### src/rtl/operand_fetch.sv
// operand_fetch: single-entry operand fetch stage in front of a synchronous
// register-file RAM (one cycle read latency, read-first on a same-address write).
//
// Ports
//   clk, rst_n                    clock, asynchronous active-low reset
//   in_valid/in_ready             request handshake
//   in_rs1, in_rs2, in_tag        source indices and sideband tag
//   rs1_addr, rs2_addr            read addresses to the RAM
//   rs1_data, rs2_data            RAM read data (one cycle after address)
//   wb_we, wb_addr, wb_data       snoop of the RAM write port
//   out_valid/out_ready           operand handshake
//   out_rs1, out_rs2, out_tag     operands (zero while out_valid is low) and tag
//
// Build option: OPERAND_FETCH_BYPASS_EN
//   defined   : a write hitting the address presented this cycle is captured
//               and forwarded next cycle (no stall).
//   undefined : such a hit raises a stale flag that holds out_valid low for one
//               cycle while the address is re-read from the RAM.
module operand_fetch #(
  parameter int XLEN  = 32,
  parameter int depth = 5,
  parameter int TAG_W = 32
) (
  input  logic             clk,
  input  logic             rst_n,
  input  logic             in_valid,
  output logic             in_ready,
  input  logic [depth-1:0] in_rs1,
  input  logic [depth-1:0] in_rs2,
  input  logic [TAG_W-1:0] in_tag,
  output logic [depth-1:0] rs1_addr,
  output logic [depth-1:0] rs2_addr,
  input  logic [XLEN-1:0]  rs1_data,
  input  logic [XLEN-1:0]  rs2_data,
  input  logic             wb_we,
  input  logic [depth-1:0] wb_addr,
  input  logic [XLEN-1:0]  wb_data,
  output logic             out_valid,
  input  logic             out_ready,
  output logic [XLEN-1:0]  out_rs1,
  output logic [XLEN-1:0]  out_rs2,
  output logic [TAG_W-1:0] out_tag
);

  logic             pend_valid;
  logic [depth-1:0] pend_rs1;
  logic [depth-1:0] pend_rs2;
  logic [TAG_W-1:0] pend_tag;
  logic             accept;
  logic             fire;
  logic             hit1;
  logic             hit2;

  // x0 reads as zero, a forwarded write beats the RAM, otherwise RAM data.
  function automatic logic [XLEN-1:0] operand_sel(
    input logic [depth-1:0] idx,
    input logic             byp,
    input logic [XLEN-1:0]  byp_data,
    input logic [XLEN-1:0]  ram_data
  );
    if (idx == '0)
      return '0;
    else if (byp)
      return byp_data;
    else
      return ram_data;
  endfunction

  assign fire     = out_valid && out_ready;
  assign in_ready = !pend_valid || fire;
  assign accept   = in_valid && in_ready;

  // While stalled the pending indices are re-read every cycle, so the RAM data
  // seen next cycle always belongs to whatever is pending then.
  assign rs1_addr = in_ready ? in_rs1 : pend_rs1;
  assign rs2_addr = in_ready ? in_rs2 : pend_rs2;

  // A write to the address being read this cycle is missed by the read-first
  // RAM; x0 writes are ignored since x0 is forced to zero anyway.
  assign hit1 = wb_we && (wb_addr == rs1_addr) && (wb_addr != '0);
  assign hit2 = wb_we && (wb_addr == rs2_addr) && (wb_addr != '0);

  // ---- pending request register ----
  always_ff @(posedge clk or negedge rst_n) begin
    if (!rst_n) begin
      pend_valid <= 1'b0;
      pend_tag   <= '0;
    end else if (accept) begin
      pend_valid <= 1'b1;
      pend_tag   <= in_tag;
    end else if (fire) begin
      pend_valid <= 1'b0;
    end
  end

  always_ff @(posedge clk) begin
    if (accept) begin
      pend_rs1 <= in_rs1;
      pend_rs2 <= in_rs2;
    end
  end

`ifdef OPERAND_FETCH_BYPASS_EN
  logic            byp1_vld;
  logic            byp2_vld;
  logic [XLEN-1:0] byp1_data;
  logic [XLEN-1:0] byp2_data;

  // ---- write bypass capture ----
  always_ff @(posedge clk or negedge rst_n) begin
    if (!rst_n) begin
      byp1_vld <= 1'b0;
      byp2_vld <= 1'b0;
    end else begin
      byp1_vld <= hit1;
      byp2_vld <= hit2;
    end
  end

  // Data is only consumed when the matching flag is set.
  always_ff @(posedge clk) begin
    byp1_data <= wb_data;
    byp2_data <= wb_data;
  end

  assign out_valid = pend_valid;
  assign out_rs1   = out_valid ? operand_sel(pend_rs1, byp1_vld, byp1_data, rs1_data) : '0;
  assign out_rs2   = out_valid ? operand_sel(pend_rs2, byp2_vld, byp2_data, rs2_data) : '0;
`else
  logic stale;
  logic unused_wb_data;

  // ---- stale flag: RAM data this cycle predates a write, re-read instead ----
  always_ff @(posedge clk or negedge rst_n) begin
    if (!rst_n)
      stale <= 1'b0;
    else
      stale <= hit1 || hit2;
  end

  // Write data is not needed without forwarding registers.
  assign unused_wb_data = ^wb_data;

  assign out_valid = pend_valid && !stale;
  assign out_rs1   = out_valid ? operand_sel(pend_rs1, 1'b0, '0, rs1_data) : '0;
  assign out_rs2   = out_valid ? operand_sel(pend_rs2, 1'b0, '0, rs2_data) : '0;
`endif

  assign out_tag = pend_tag;

endmodule

### config.mk
export PLATFORM = sky130hd
export DESIGN_NAME = operand_fetch
export DESIGN_NICKNAME = d
export VERILOG_FILES = /design/src/rtl/operand_fetch.sv
export SDC_FILE = /design/constraint.sdc
export NUM_CORES = 1
export LEC_CHECK = 0
export BUFFER_PORTS_ARGS = -buffer_cell sky130_fd_sc_hd__buf_4
export CORE_AREA = 2 2 99 101
export DETAILED_ROUTE_END_ITERATION = 10
export DIE_AREA = 0 0 101 103
export SYNTH_ARGS = -nofsm -noshare
export SYNTH_HDL_FRONTEND = slang
export SYNTH_SLANG_ARGS = --single-unit
### constraint.sdc
create_clock -name clk -period 2.1 [get_ports clk]
set_input_delay 0.315 -clock clk [delete_from_list [all_inputs] [get_ports clk]]
set_output_delay 0.315 -clock clk [all_outputs]
set_load 0.05 [all_outputs]
==> results of run 1 <==
==> flip-flops by register name, summed over array words and instances, names as in the netlist <==
name        count
pend_rs1        5
pend_valid      1
out_tag        32
stale           1
pend_rs2        5
==> layout by cell type, fill, tap and decap left out, types with 2 or more instances in the layout <==
cell type  instances
nand4b_1           2
inv_1              2
buf_4            224
a21oi_2            2
clkbuf_8           5
edfxtp_1          10
nand2b_2           2
a2111o_1           2
clkbuf_1           2
dfrtp_1           33
nor2_1             3
buf_6              2
and2_1            64
mux2_2            13
xor2_1            11
xnor2_1            4
mux2_4            29
nand2b_1           3
==> where the power goes <==
| part | leakage (nW) | switching (mW) | total [mW] | internal, mW |
|---|---|---|---|---|
| combinational | 1.69 | 1.16 | 1.85 | 0.693 |
| clock | 0.0383 | 0.272 | 0.502 | 0.230 |
| sequential | 0.493 | 0.0733 | 1.07 | 0.993 |
| total | 2.23 | 1.50 | 3.42 | 1.92 |
==> kinds of logic after synthesis <==
group           count (synthesis)  share of synthesized area (%)
simple gates                   82                          20.26
flops                          44                          44.81
mux                            43                          23.04
buf+inv                        16                          3.897
xor+xnor                       15                          5.114
compound gates                  9                          2.874
==> worst register-to-register path, cell delays in order (launching register included) <==
cell and delay (ns):
dfrtp_1 0.37, nand2b_2 0.24, nand2_8 0.17, and2_2 0.20, buf_4 0.29, mux2_2 0.37
==> area by class of cell <==
type | instances | area share, %
multi-input cells | 149 | 30.08
inverters | 2 | 0.1682
repair buffers | 229 | 39.02
flip-flops and latches | 44 | 25.82
well taps | 114 | 3.196
clock buffers | 7 | 1.710
==> timing repair <==
action,CTS,global route
endpoints found under the setup margin,2,65
cloned,0,1
pin swaps,0,0
hold buffers,1,0
resized for setup,1,8
endpoints found under the hold margin,34,0
==> routing by layer <==
layer  global-route usage [%]  routed length, µm  vias to the layer above
met4                    3.119                 46                        0
met3                    4.068                671                        4
met1                    17.60               3307                     1103
li1                         -                  -                     1141
met5                        0                  0                        -
met2                    24.82               4355                      114
==> final timing paths <==
path                            depth (start not counted)   startpoint     endpoint  slack (ns)
worst max-delay path                                    4        stale  rs1_addr[3]        0.12
worst min-delay path                                    1    in_rs2[4]  pend_rs2[4]        0.22
worst max register to register                          5        stale  out_tag[18]        0.35
worst min register to register                          1  out_tag[15]  out_tag[15]        0.51
max in group asynchronous                               2        rst_n   pend_valid        1.26
min in group asynchronous                               2        rst_n  out_tag[15]        0.51
==> summary.txt, run 1 <==
Critical path
  • Buffers plus inverters on the worst setup path: 1
  • Worst endpoint required time: 1.78 ns
  • Worst Setup End Kind: output pin
  • CP Launch Type: flip-flop
  • CP max stage cell: mux2_2
  • Worst-path fanout max: 16
  • Cell family with most CP delay: simple AND/OR/NAND/NOR gates
  • WP data arrival: 1.66 ns
  • CP Cell Sequence: nand2b_2 > nand2_8 > mux2_2 > buf_4
  • Worst Path Class, Setup: flip-flop to output pin
  • Max incr delay on CP: 0.39 ns

Job
  • Maxcap violations: 0

Clock network
  • Clk slew on worst S/H paths: approximately 0.080 ns
  • Postcts setup bufs: 0
  • TritonCTS Buffers: 5
  • CTS tree: yes
  • Root Buffer: clkbuf_8
  • CTS max path bufs: 2
  • CTS H-tree lvls: 2
  • Clk Latency, worst-skew pair: 0.29 ns
  • CTS Sinks: 44

Outcome
  • Status: completed

Final layout
  • # fillers: roughly 900
  • Layout cells sized above 1: between 60% and 70%
  • Area occupied by registers: ~1200 µm²
  • Fin nets: 579
  • Fin cells: approximately 550
  • Antenna fix cells: 0
  • Final core occ: approximately 47%
  • Area grow syn2layout: 73.75%
  • Post-route cell area: 4463 µm²
  • Multi-input gate area: 1343 µm²

Floorplanning
  • Die area: ~10,000 µm²
  • Die width: about 100 µm
  • Number of cell rows: 36
  • Initial Util: a little over a quarter
  • I/O pin count: about 260
  • Die height: 103 µm
  • Core ar.: around 9500 µm²

Power and ir drop
  • Leak: approximately 2.2 nW
  • Cell Pwr Density: 765.6 nW/µm²
  • Power Total: about 3.4 mW
  • Peak supply drop: ~0.4 mV

Yosys
  • Most frequent cell after synthesis: and2_1
  • Post-synthesis area per instance: 12.29 µm²
  • Syn Nets: 357
  • Synth cell types: 28
  • Largest cells by area after synthesis: dfrtp_1, mux2_4, and2_1
  • Synth Warn #: 0
  • Top post-synthesis cells by count: and2_1, dfrtp_1, mux2_4
  • Ys flop type: dfrtp_1
  • Share of the yosys chip area belonging to registers: between 40 and 50%
  • Async SR Flop Fraction: between 70% and 80%
  • Share of the synthesized area in the top cell type: 33.12%
  • Number of synthesized register bits: 44
  • Number of synthesized flops with an enable pin: 10
  • Area leader, netlist: dfrtp_1
  • Cell count after synthesis: ~210
  • Mapped Area: 2569 µm²

Drt
  • Routed Wire Length: roughly 8.4 mm
  • # DRC: 0
  • Pre-antenna DRT Iters: 4
  • Drt via density: 4.334
  • Via count: between 2,000 and 2,500
  • Iteration-0 DRC Markers: 67
  • WL per Instance: 15.38 µm
  • Post-route ant nets: 0

GRT
  • Largest net degree at the start of global routing: 35
  • Global route overflow: 0
  • GRT Total Usage: approximately 14%
  • Initial antenna violation count: 0
  • First-pass GRT wire length: 11.32 mm
  • Number of global-route vias before repair: about 2,200

Placement
  • Post-Place Worst Slack: ~0.30 ns
  • Inst Count DP: ~540
  • Cell Area, Placed: about 4300 µm²
  • Global placer's final weighted congestion: 0.7614
  • Post-DP HPWL: around 6.7 mm
  • Port bufs: around 220

STA
  • Final slew viol count: 0
  • Slew headroom: a little under three quarters
  • Final hold vios: 0
  • Min cycle time layout: 1.977 ns
  • Slew @ Worst Pin: between 0.4 and 0.5 ns
  • Fmax: 505.7 MHz
  • WHS: between 0.2 and 0.25 ns
  • Unrepaired setup endpoints after global routing: false
  • Tcrit/Tclk final: a little over nine tenths
  • Final worst slack: approximately 0.12 ns
  • Final Skew: about 0.011 ns
  • Final setup fails: 0
  • Sum Neg Setup Slack: 0 ns

Hold path
  • Hold WC Path Type: input pin to flip-flop
Power figures use the tool's default switching activity.
==> inputs of run 2 (changes only) <==
Settings changed: BUFFER_PORTS_ARGS -buffer_cell sky130_fd_sc_hd__buf_4 to -buffer_cell sky130_fd_sc_hd__buf_2, REMOVE_ABC_BUFFERS set to 1.
==> run 2 against run 1 <==
Effect of this change: fmax fell by 1.7%; hold slack got worse by 0.14 ns; clock skew fell by 0.0043 ns; critical path depth did not move; cell count did not move; via count fell by 2.8%; first-iteration DRC count fell by 21%; sequential power barely moved; global-route usage fell by 1.9 points; critical endpoint is now rs2_addr[4]; cell area fell by 11%; worst setup slack got worse by 0.034 ns.
==> summary.txt, run 2 (synthesized netlist as in run 1, its figures left out) <==
Outcome
  • Status: completed

Power and ir drop
  • Cell Pwr Density: roughly 840 nW/µm²
  • Peak supply drop: 0.3937 mV
  • Power Total: roughly 3.3 mW
  • Leak: around 2.1 nW

Clock network
  • Postcts setup bufs: 0
  • Root Buffer: clkbuf_8
  • CTS H-tree lvls: 2
  • TritonCTS Buffers: 5
  • CTS Sinks: 44
  • CTS max path bufs: 2
  • CTS tree: yes
  • Clk Latency, worst-skew pair: 0.30 ns
  • Clk slew on worst S/H paths: approximately 0.090 ns

GRT
  • Global route overflow: 0
  • First-pass GRT wire length: 9.956 mm
  • Initial antenna violation count: 0
  • GRT Total Usage: 12.37%
  • Largest net degree at the start of global routing: 35
  • Number of global-route vias before repair: 2,006

Placement
  • Cell Area, Placed: approximately 3800 µm²
  • Post-DP HPWL: 5.717 mm
  • Post-Place Worst Slack: about 0.28 ns
  • Port bufs: around 220
  • Global placer's final weighted congestion: around 0.81
  • Inst Count DP: 537

Final layout
  • Area grow syn2layout: 54.90%
  • Antenna fix cells: 0
  • Fin nets: 578
  • Post-route cell area: roughly 4000 µm²
  • Max reg flops: 32
  • Layout cells sized above 1: 65.89%
  • Most frequent cells in the layout: buf_2, and2_1, dfrtp_1
  • Commonest non-fill, non-tap cell in the layout: buf_2
  • Fin cells: roughly 550

STA
  • Slew @ Worst Pin: 0.7651 ns
  • Tcrit/Tclk final: 95.76%
  • Final worst slack: 0.08896 ns
  • Final setup fails: 0
  • Final hold vios: 0
  • Unrepaired setup endpoints after global routing: false
  • Min cycle time layout: 2.011 ns
  • Final slew viol count: 0
  • Final Skew: about 0.0064 ns
  • WHS: 0.07825 ns
  • Slew headroom: between 40% and 50%
  • Fmax: approximately 500 MHz

Drt
  • Drt via density: ~4.2
  • Met3 WL: between 700 and 800 µm
  • Via count: ~2,300
  • Uppermost layer routed: met4
  • Routed Wire Length: around 7.2 mm
  • Iteration-0 DRC Markers: 53
  • Post-route ant nets: 0
  • DRT met1 WL: 3.126 mm
  • WL per Instance: approximately 13 µm
  • Pre-antenna DRT Iters: 5
  • # DRC: 0
  • Wire length on met2: approximately 3.3 mm

Floorplanning
  • Die width: about 100 µm
  • Die area: around 10,000 µm²
  • Core ar.: ~9500 µm²
  • Initial Util: a little over a quarter
  • I/O pin count: around 260
  • Number of cell rows: 36
  • Die height: roughly 100 µm

Critical path
  • Max incr delay on CP: ~0.38 ns
  • Worst Path Class, Setup: flip-flop to output pin
  • CP Launch Type: flip-flop
  • CP max stage cell: dfrtp_1
  • WP data arrival: about 1.7 ns
  • Worst endpoint required time: between 1.5 and 2 ns
  • Worst Setup End Kind: output pin
  • CP Cell Sequence: nand2b_2 > nand2_8 > mux2_2 > buf_2
  • Worst-path fanout max: 16

Hold path
  • Hold WC Path Type: input pin to async pin

Job
  • Maxcap violations: 0
## run 2: layer usage
metal  vias up  track usage [%]
li1       1141                -
met1      1011            16.35
met2       137            19.54
met3         8            3.458
met4         0            4.366
met5         -                0
## run 2: path summary, 6_finish.rpt
check / startpoint / to / slack, ns / cells after the start
max in group asynchronous: rst_n / pend_valid / 1.49 / 1
max: stale / rs2_addr[4] / 0.09 / 4
max reg2reg: stale / out_tag[17] / 0.32 / 5
min in group clk: in_rs1[3] / pend_rs1[3] / 0.20 / 1
min reg2reg: out_tag[1] / out_tag[1] / 0.51 / 1
min: rst_n / out_tag[12] / 0.08 / 1
## run 2: area by class of cell
cell class / instances / area, µm²
inverters: 2 / 7.507
well taps: 114 / 142.6
repair buffers: 228 / 1239
fillers: 940 / 5480
multi-input cells: 149 / 1328
clock inverters: 2 / 16.27
clock buffers: 6 / 93.84
flip-flops and latches: 44 / 1152
## run 2: where the power goes
| part | internal (mW) | total [mW] | switching (mW) | leakage (nW) |
|---|---|---|---|---|
| registers | 0.992 | 1.06 | 0.0707 | 0.493 |
| clock network | 0.311 | 0.634 | 0.323 | 0.0530 |
| logic | 0.512 | 1.65 | 1.14 | 1.53 |
| total | 1.81 | 3.35 | 1.53 | 2.08 |
## run 2: per-stage QoR
stage / utilization (%) / setup TNS [ns]
2_1_floorplan: - / -30.19
3_3_place_gp: 40.29 / 0
3_5_place_dp: 40.29 / 0
4_1_cts: 41.49 / 0
5_1_grt: 42.06 / 0
6_report: 42.06 / 0
## run 2: worst max-delay path: cells and delay by family, from the launching register on
kind                   cells  cell delay, ns
flip-flops                 1            0.38
multiplexers               1            0.38
buffers and inverters      1            0.22
AND/OR/NAND/NOR            2            0.41
## run 2: timing repair
action / CTS / global route
hold buffers: 0 / 0
endpoints found under the hold margin: 0 / 0
setup endpoints to repair: 3 / 66
gates resized for setup: 1 / 19
==> inputs of run 3 (changes only) <==
Settings changed: SETUP_SLACK_MARGIN set to 0.2.
==> run 3 against run 2 <==
Effect of this change: first-iteration DRC count fell by 13%; clock-buffer cell count did not move; combinational power up 30%; highest routed layer unchanged; worst setup slack better by 0.11 ns; routed wire length is 25% higher; cell area grew 27%; total power increased by 15%; clock skew increased by 0.0031 ns; hold slack got worse by 0.00097 ns; critical endpoint is now out_rs1[29]; cell count up 3.5%; fmax grew 5.9%.
==> summary.txt, run 3 (synthesized netlist as in run 1, its figures left out) <==
STA
  • Unrepaired setup endpoints after global routing: true
  • Final hold vios: 0
  • Final setup fails: 0
  • Fmax: roughly 530 MHz
  • Min cycle time layout: 1.898 ns
  • Final worst slack: around 0.2 ns
  • Slew @ Worst Pin: 0.7661 ns
  • WHS: between 0.07 and 0.08 ns
  • Slew headroom: ~50%
  • Sum Neg Setup Slack: 0 ns
  • Final Skew: about 0.0095 ns
  • Tcrit/Tclk final: around nine tenths
  • Final slew viol count: 0

Outcome
  • Status: completed

Drt
  • Iteration-0 DRC Markers: 46
  • # DRC: 0
  • Routed Wire Length: around 9.0 mm
  • Post-route ant nets: 0
  • Drt via density: roughly 4.5
  • WL per Instance: between 15 and 20 µm
  • Pre-antenna DRT Iters: 4
  • Via count: approximately 2,500

Final layout
  • Post-route cell area: roughly 5000 µm²
  • Commonest non-fill, non-tap cell in the layout: buf_2
  • Antenna fix cells: 0
  • Fin cells: around 560
  • Area grow syn2layout: 96.25%
  • Final core occ: a little over half
  • Max reg flops: 32
  • Most frequent cells in the layout: buf_2, buf_8, and2_4
  • # fillers: between 800 and 900
  • Fin nets: approximately 600
  • Layout cells sized above 1: between 80% and 90%

Critical path
  • Worst Path Class, Setup: flip-flop to output pin
  • Cell family with most CP delay: flip-flops
  • WP data arrival: 1.58 ns
  • CP max stage cell: edfxtp_1
  • CP Launch Type: flip-flop
  • Worst-path fanout max: 8
  • Max incr delay on CP: ~0.46 ns
  • Worst endpoint required time: between 1.5 and 2 ns
  • CP Cell Sequence: nor3_4 > a21oi_4 > buf_6 > and2_4 > buf_8
  • Buffers plus inverters on the worst setup path: 2
  • Worst Setup End Kind: output pin

Floorplanning
  • Die width: about 100 µm
  • Core ar.: between 9000 and 10,000 µm²
  • Initial Util: between 20% and 30%
  • Die area: ~10,000 µm²
  • Die height: slightly above 100 µm
  • Number of cell rows: 36
  • I/O pin count: 256

Placement
  • Global placer's final weighted congestion: around 0.81
  • Cell Area, Placed: 3811 µm²
  • Post-DP HPWL: between 5 and 6 mm
  • Inst Count DP: roughly 540
  • Post-Place Worst Slack: about 0.28 ns
  • Port bufs: 223

GRT
  • Global route overflow: 0
  • Number of global-route vias before repair: about 2,300
  • First-pass GRT wire length: 12.01 mm
  • Largest net degree at the start of global routing: 35
  • Initial antenna violation count: 0
  • GRT Total Usage: 14.97%

Clock network
  • Clk Latency, worst-skew pair: roughly 0.30 ns
  • CTS max path bufs: 2
  • Root Buffer: clkbuf_8
  • TritonCTS Buffers: 5
  • Cts hold-fix bufs: 0
  • CTS tree: yes
  • CTS Sinks: 44
  • Clk slew on worst S/H paths: approximately 0.10 ns
  • CTS H-tree lvls: 2

Hold path
  • Hold WC Path Type: input pin to async pin

Power and ir drop
  • Cell Pwr Density: between 700 and 800 nW/µm²
  • Power Total: 3.838 mW
  • Peak supply drop: about 0.4 mV
  • Leak: 2.533 nW

Job
  • Maxcap violations: 0
==> run 3: report_power, final <==
part           switching [mW]  internal, mW  leakage [nW]
clock                   0.327         0.311        0.0530
sequential             0.0708         0.992         0.493
combinational            1.26         0.879          1.99
==> run 3: final timing paths <==
check	from	to	slack, ns	depth (start not counted)
worst max-delay path	pend_rs1[0]	out_rs1[29]	0.20	5
worst min-delay path	rst_n	out_tag[12]	0.08	1
worst max register to register	pend_valid	out_tag[17]	0.32	6
worst min register to register	out_tag[3]	out_tag[3]	0.51	1
max in group asynchronous	rst_n	pend_valid	1.49	1
min in group clk	in_rs1[3]	pend_rs1[3]	0.20	1
==> run 3: cell type report <==
type | count | area (µm²) | area share (%)
Clock buffer | 6 | 93.84 | 1.862
Tap cell | 114 | 142.6 | 2.829
Inverter | 2 | 7.507 | 0.1489
Multi-Input combinational cell | 150 | 1584 | 31.42
Clock inverter | 2 | 16.27 | 0.3227
Sequential cell | 44 | 1152 | 22.86
Timing Repair Buffer | 246 | 2044 | 40.56
==> run 3: repair_timing <==
| action | 4_1_cts | 5_1_grt |
|---|---|---|
| buffers inserted | 9 | 3 |
| cloned | 6 | 1 |
| endpoints found under the hold margin | 0 | 0 |
| pin swaps | 16 | 53 |
| gates resized for setup | 191 | 114 |
| endpoints found under the setup margin | 74 | 77 |
==> run 3: worst register-to-register path, stage by stage (launching register included) <==
cell,delay (ns)
dfrtp_2,0.45
buf_6,0.16
nand2_8,0.10
buf_4,0.11
and2_2,0.30
buf_12,0.20
mux2_2,0.35
==> run 3: metal layers <==
metal / up-vias / track usage, % / part of all wire [%]
met5: - / 0 / 0
met4: 0 / 4.470 / 2.1
met3: 14 / 3.525 / 7.9
met2: 151 / 24.87 / 49
met1: 1176 / 19.52 / 41
li1: 1181 / - / -
